===== src/rtl/lif_sched_pkg.sv =====
// Shared types for the LIF tick scheduler: sweep FSM states and the spike-event record.
// The scheduler packs events into its FIFO in the same {id, ts} field order as evt_rec_t.
package lif_sched_pkg;

    typedef enum logic [1:0] {
        IDLE  = 2'd0,
        ISSUE = 2'd1,
        DONE  = 2'd2
    } sched_state_t;

    localparam int unsigned EVT_ID_W = 16;
    localparam int unsigned EVT_TS_W = 32;

    typedef struct packed {
        logic [EVT_ID_W-1:0] id;
        logic [EVT_TS_W-1:0] ts;
    } evt_rec_t;

endpackage


===== src/rtl/lif_evt_fifo.sv =====
// Synchronous spike-event FIFO; a push and a pop in the same cycle both succeed even when full.
module lif_evt_fifo #(
    parameter int unsigned WIDTH = 8,
    parameter int unsigned DEPTH = 16
) (
    input  logic                   clk,
    input  logic                   rst,
    input  logic                   push,
    input  logic [WIDTH-1:0]       push_data,
    input  logic                   pop,
    output logic [WIDTH-1:0]       pop_data,
    output logic                   full,
    output logic                   empty,
    output logic [$clog2(DEPTH):0] count
);

    localparam int unsigned PTR_W = $clog2(DEPTH);

    logic [WIDTH-1:0] mem [DEPTH];
    logic [PTR_W-1:0] wr_ptr;
    logic [PTR_W-1:0] rd_ptr;
    logic             do_push;
    logic             do_pop;

    assign full     = (count == (PTR_W + 1)'(DEPTH));
    assign empty    = (count == '0);
    assign do_pop   = pop && !empty;
    assign do_push  = push && (!full || do_pop);
    assign pop_data = mem[rd_ptr];

    always_ff @(posedge clk) begin
        if (do_push) begin
            mem[wr_ptr] <= push_data;
        end
    end

    always_ff @(posedge clk) begin
        if (rst) begin
            wr_ptr <= '0;
            rd_ptr <= '0;
            count  <= '0;
        end else begin
            if (do_push) begin
                wr_ptr <= wr_ptr + 1'b1;
            end
            if (do_pop) begin
                rd_ptr <= rd_ptr + 1'b1;
            end
            if (do_push && !do_pop) begin
                count <= count + 1'b1;
            end else if (do_pop && !do_push) begin
                count <= count - 1'b1;
            end
        end
    end

endmodule


===== src/rtl/lif_tick_scheduler.sv =====
// Timestep sweep scheduler for a shared LIF datapath, with spike-event FIFO and sticky status.
// LIF_SCHED_BACKPRESSURE_EN: when defined, requests stall while the event FIFO is full.
module lif_tick_scheduler
    import lif_sched_pkg::*;
#(
    parameter int unsigned  NUM_NEURONS = 64,
    parameter int unsigned  EVT_DEPTH   = 16,
    parameter int unsigned  TS_WIDTH    = 32,
    localparam int unsigned IDX_W       = $clog2(NUM_NEURONS)
) (
    input  logic                clk,
    input  logic                rst,
    input  logic                tick_start,
    output logic                busy,
    output logic                tick_done,
    output logic [TS_WIDTH-1:0] timestep,
    output logic                dp_req,
    output logic [IDX_W-1:0]    dp_idx,
    input  logic                dp_ack,
    input  logic                dp_spike,
    output logic                evt_valid,
    input  logic                evt_ready,
    output logic [IDX_W-1:0]    evt_id,
    output logic [TS_WIDTH-1:0] evt_time,
    output logic                evt_overflow,
    output logic                tick_overrun,
    input  logic                clear_status
);

    localparam int unsigned      EVT_W    = IDX_W + TS_WIDTH;
    localparam logic [IDX_W-1:0] LAST_IDX = IDX_W'(NUM_NEURONS - 1);

    sched_state_t              state;
    logic                      xfer;
    logic                      evt_push;
    logic                      evt_pop;
    logic                      fifo_full;
    logic                      fifo_empty;
    logic [$clog2(EVT_DEPTH):0] fifo_count;
    logic [EVT_W-1:0]          fifo_head;

`ifdef LIF_SCHED_BACKPRESSURE_EN
    assign dp_req = (state == ISSUE) && !fifo_full;
`else
    assign dp_req = (state == ISSUE);
`endif

    assign xfer      = dp_req && dp_ack;
    assign evt_push  = xfer && dp_spike;
    assign evt_valid = (fifo_count != '0);
    assign evt_pop   = evt_valid && evt_ready;
    // Head is masked so stale storage never shows on the event outputs.
    assign {evt_id, evt_time} = fifo_empty ? '0 : fifo_head;

    lif_evt_fifo #(
        .WIDTH (EVT_W),
        .DEPTH (EVT_DEPTH)
    ) u_evt_fifo (
        .clk       (clk),
        .rst       (rst),
        .push      (evt_push),
        .push_data ({dp_idx, timestep}),
        .pop       (evt_pop),
        .pop_data  (fifo_head),
        .full      (fifo_full),
        .empty     (fifo_empty),
        .count     (fifo_count)
    );

    always_ff @(posedge clk) begin
        if (rst) begin
            state     <= IDLE;
            dp_idx    <= '0;
            timestep  <= '0;
            busy      <= 1'b0;
            tick_done <= 1'b0;
        end else begin
            case (state)
                IDLE: begin
                    if (tick_start) begin
                        state  <= ISSUE;
                        dp_idx <= '0;
                        busy   <= 1'b1;
                    end
                end
                ISSUE: begin
                    if (xfer) begin
                        if (dp_idx == LAST_IDX) begin
                            state     <= DONE;
                            tick_done <= 1'b1;
                            dp_idx    <= '0;
                        end else begin
                            dp_idx <= dp_idx + 1'b1;
                        end
                    end
                end
                DONE: begin
                    state     <= IDLE;
                    tick_done <= 1'b0;
                    busy      <= 1'b0;
                    timestep  <= timestep + 1'b1;
                end
                default: begin
                    state     <= IDLE;
                    busy      <= 1'b0;
                    tick_done <= 1'b0;
                end
            endcase
        end
    end

    // Sticky flags: a coincident set beats clear_status.
    always_ff @(posedge clk) begin
        if (rst) begin
            tick_overrun <= 1'b0;
            evt_overflow <= 1'b0;
        end else begin
            if (tick_start && busy) begin
                tick_overrun <= 1'b1;
            end else if (clear_status) begin
                tick_overrun <= 1'b0;
            end
            if (evt_push && fifo_full && !evt_pop) begin
                evt_overflow <= 1'b1;
            end else if (clear_status) begin
                evt_overflow <= 1'b0;
            end
        end
    end

endmodule


===== config.mk =====
export PLATFORM = sky130hd
export DESIGN_NAME = lif_tick_scheduler
export DESIGN_NICKNAME = d
export VERILOG_FILES = /design/src/rtl/lif_sched_pkg.sv /design/src/rtl/lif_evt_fifo.sv /design/src/rtl/lif_tick_scheduler.sv
export SDC_FILE = /design/constraint.sdc
export NUM_CORES = 1
export LEC_CHECK = 0
export CORE_UTILIZATION = 40
export DETAILED_ROUTE_END_ITERATION = 10
export HOLD_SLACK_MARGIN = 0.05
export PLACE_DENSITY_LB_ADDON = 0.05
export SLEW_MARGIN = 5
export SYNTH_ARGS = -nofsm -noshare
export SYNTH_HDL_FRONTEND = slang
export SYNTH_HIERARCHICAL = 1
export SYNTH_SLANG_ARGS = --single-unit

===== constraint.sdc =====
create_clock -name clk -period 6.08 [get_ports clk]
set_clock_uncertainty 0.1 [all_clocks]
set_input_delay 0.608 -clock clk [delete_from_list [all_inputs] [get_ports clk]]
set_output_delay 0.608 -clock clk [all_outputs]
set_load 0.05 [all_outputs]

==> results by stage <==
Timing:
- The post-layout minimum cycle time is between 4000 and 5000 ps.
- At the pin with the least slew margin, the transition time is 1330 ps.
- The final critical path takes up between 70% and 80% of the cycle.
- Static timing analysis puts the maximum clock frequency at approximately 220 MHz.
- The number of hold violations in the final report was 0.
- Hold timing on the final database bottoms out at a slack of 384 ps.
- Setup repair after global routing left no endpoint under its margin.
- Setup violations remaining at the end of the flow were counted as 0.
- For the final routed database, the setup TNS stands at 0 ps.
- The headroom to the max-slew limit is between 10 and 15%.
- The final number of max-transition violations is 0.

Floorplan:
- The die span in y is between 200 and 300 µm.
- The die is between 200 and 300 µm wide.
- The floorplan step defined a die boundary enclosing between 60000 and 70000 µm².
- The core region area is between 60000 and 70000 µm².
- The total I/O pin count is between 80 and 90.
- The number of core rows is 93.
- Once the floorplan was initialized, standard cells occupied 40.4% of the core.

Global routing:
- The total global routing overflow is 0.
- For this run, the total global-route usage over all layers was measured as 19.8%.
- The wire length of the first global-routing pass is 94600 µm.
- The number of antenna violations at the first check in global routing is 0.
- The number of global-route vias before repair is between 10000 and 15000.
- The largest net degree at the start of global routing is between 60 and 70.

Power and ir drop:
- Summed over all cells, the static leakage comes to 9.49 nW.
- The areal power density over the cells is ~400 nW/µm².
- Across the VDD grid, the largest voltage drop is between 0.0002 and 0.0003 V.
- The completed layout was analyzed and its total power is about 12 mW.

Worst setup path:
- The setup path with the least slack is of type reg -> out.
- The startpoint identified for the worst register-to-register timing path is state[0].
- The largest driver fanout on the critical path is 39.
- STA classifies the critical path endpoint as an output port.
- STA classifies the critical path startpoint as a flop.
- Counting cells, the worst reg-to-reg path comes to 6.
- The data required time at the worst endpoint is 5370 ps.
- For the worst setup path, the data arrival time is 3790 ps.

Flow run:
- The number of max-cap violations is 0.

Layout:
- 0 antenna diodes ended up in the layout.
- The most common cell after layout, fill and taps aside is sky130_fd_sc_hd__edfxtp_1.
- The post-route netlist has between 20% and 30% of its cells at a drive strength greater than 1.
- The count of nets after finishing is between 1000 and 1500.
- Relative to the synthesized area, the layout overhead comes to 17.2%.
- Leaving out fill and tap cells, the most frequent cells in the layout are 608 x sky130_fd_sc_hd__edfxtp_1, 152 x sky130_fd_sc_hd__mux4_2, 87 x sky130_fd_sc_hd__clkdlybuf4s50_1, 77 x sky130_fd_sc_hd__a22oi_1, 77 x sky130_fd_sc_hd__clkbuf_16.

Placed design:
- The global placer's final weighted congestion is 0.713.
- The number of buffers added on ports is 88.
- The HPWL reported at the end of detailed placement is 34900 µm.

Synth:
- The Yosys warning count is 6.
- The number of flops mapped to enable cells by yosys is between 600 and 700.
- The mean instance size in the synthesized netlist is about 20 µm².
- The post-synthesis async set-or-reset flop share is 0%.
- The commonest register cell after synthesis is sky130_fd_sc_hd__edfxtp_1.
- Counting every net in the synthesized netlist gives approximately 1400.
- The synthesized netlist contains 56 unique library cells.
- The share of the Yosys chip area taken by registers is between 70% and 80%.
- Synthesis handed over a netlist of 1332 instances.
- Counting flops and latches in the post-synthesis netlist gives 669.
- The netlist area before placement is between 20000 and 30000 µm².

CTS:
- The maximum root-to-sink buffer count is 3.
- The CTS root buffer is sky130_fd_sc_hd__clkbuf_16.
- The quantity of gates resized following cts is 0.
- TritonCTS built the clock tree.
- The clock reaches the later pin of the worst-skew pair after 610 ps.
- For this design, the sink count on the clock tree is 669.
- The number of levels the H-tree was split into is 3.
- Clock-pin slew was measured on the worst setup and hold paths at about 60 ps.
- The number of buffers added for setup after CTS is 0.
- The number of buffers inserted by hold repair at cts is 0.
- The number of clock buffers added by TritonCTS is 74.

Routing:
- The average wire per standard cell is 27.0 µm.
- The detailed router's first-iteration violation count is 848.
- The count of nets left with antenna violations once routing finished came out at 0.
- The count of vias placed by the detailed router is about 13000.
- After detailed routing, the total wire length is between 60000 and 70000 µm.
- The number of vias per cell is roughly 5.6.
- For this run, design rule violations remaining after detail routing come to 0.
- For this run, the detailed router's first-pass iteration total came to 5.

Outcome:
- The flow ran to the end, and the final reports show no timing, DRC or antenna violations.

Worst hold path:
- Along the worst hold path, the cell count comes to 2.
- The kind of path behind the tightest hold check is reg -> reg.
- The worst hold path begins at timestep[16].
==> cell usage after synthesis (7+ instances only) <==
| cell | number | area (µm²) |
|---|---|---|
| sky130_fd_sc_hd__o31ai_1 | 12 | 90.1 |
| sky130_fd_sc_hd__edfxtp_1 | 608 | 18300 |
| sky130_fd_sc_hd__xor2_1 | 15 | 131 |
| sky130_fd_sc_hd__inv_1 | 11 | 41.3 |
| sky130_fd_sc_hd__mux4_2 | 152 | 3420 |
| sky130_fd_sc_hd__buf_1 | 8 | 30.0 |
| sky130_fd_sc_hd__a22oi_1 | 77 | 578 |
| sky130_fd_sc_hd__buf_2 | 14 | 70.1 |
| sky130_fd_sc_hd__nand4_1 | 8 | 50.1 |
| sky130_fd_sc_hd__or4_1 | 13 | 97.6 |
| sky130_fd_sc_hd__dfxtp_1 | 61 | 1220 |
| sky130_fd_sc_hd__nor2_1 | 55 | 206 |
| sky130_fd_sc_hd__clkbuf_1 | 37 | 139 |
| sky130_fd_sc_hd__nand3_1 | 16 | 80.1 |
| sky130_fd_sc_hd__a21oi_1 | 26 | 130 |
| sky130_fd_sc_hd__nand2_1 | 57 | 214 |
| sky130_fd_sc_hd__buf_4 | 7 | 52.6 |
| sky130_fd_sc_hd__ha_1 | 11 | 138 |
| sky130_fd_sc_hd__o21ai_0 | 8 | 40.0 |
| sky130_fd_sc_hd__nor2b_1 | 44 | 275 |
==> state kept, by name (all words and copies together) (netlist names), named ones only <==
register,count
tick_overrun,1
u_evt_fifo/wr_ptr,4
u_evt_fifo/rd_ptr,4
evt_overflow,1
state,2
timestep,32
busy,1
tick_done,1
dp_idx,6
u_evt_fifo/count,5
u_evt_fifo/mem,608
==> final timing paths <==
path,end,slack (ps)
worst min-delay path,timestep[16],380
worst max-delay path,evt_time[31],1580
worst min register to register,timestep[16],380
worst max register to register,u_evt_fifo/mem[12][23],2370
==> cells by family (layout without fill, tap and decap cells) <==
logic type	after synthesis	count (layout)	share of synthesized area [%]
adder cells (fa/ha/maj)	12	12	0.605
AND/OR/NAND/NOR	250	250	5.22
multiplexers	161	161	13.5
XOR/XNOR	21	21	0.706
AO/OA/AOI/OAI	135	135	3.68
buffers and inverters	84	287	1.56
flip-flops	669	669	74.7
==> per-layer routing <==
metal / global-route usage [%] / routed length (µm)
met2: 31.3 / 30800
met3: 2.86 / 2410
met5: 0 / 0
met4: 5.27 / 1030
met1: 28.8 / 30200
==> per-stage QoR <==
stage	area, µm²	util, %	instances	setup slack [ps]
2_1_floorplan	26100	-	1332	1250
3_3_place_gp	28200	43.8	2255	2140
3_5_place_dp	28200	43.8	2255	2140
4_1_cts	30500	47.4	2390	1500
5_1_grt	30500	47.4	2390	1350
6_report	30500	47.4	2390	1580
==> critical path, stage by stage (launching register included) <==
cell and delay (ps):
sky130_fd_sc_hd__dfxtp_4 940, sky130_fd_sc_hd__buf_12 380, sky130_fd_sc_hd__mux4_2 550, sky130_fd_sc_hd__a22oi_1 230, sky130_fd_sc_hd__nand2_1 100, sky130_fd_sc_hd__nor2b_1 190
sky130_fd_sc_hd__clkdlybuf4s50_1 730
==> layout make-up <==
class / instances / area, µm²
clock buffers: 109 / 2090
multi-input cells: 579 / 6320
repair buffers: 141 / 1310
clock inverters: 26 / 228
inverters: 11 / 41.3
well taps: 855 / 1070
fillers: 5508 / 33900
flip-flops and latches: 669 / 19500
==> report_power, final <==
part / internal [mW] / switching (mW)
combinational: 1.05 / 1.69
clock: 2.55 / 1.75
sequential: 4.99 / 0.113
Power figures use the tool's default switching activity.
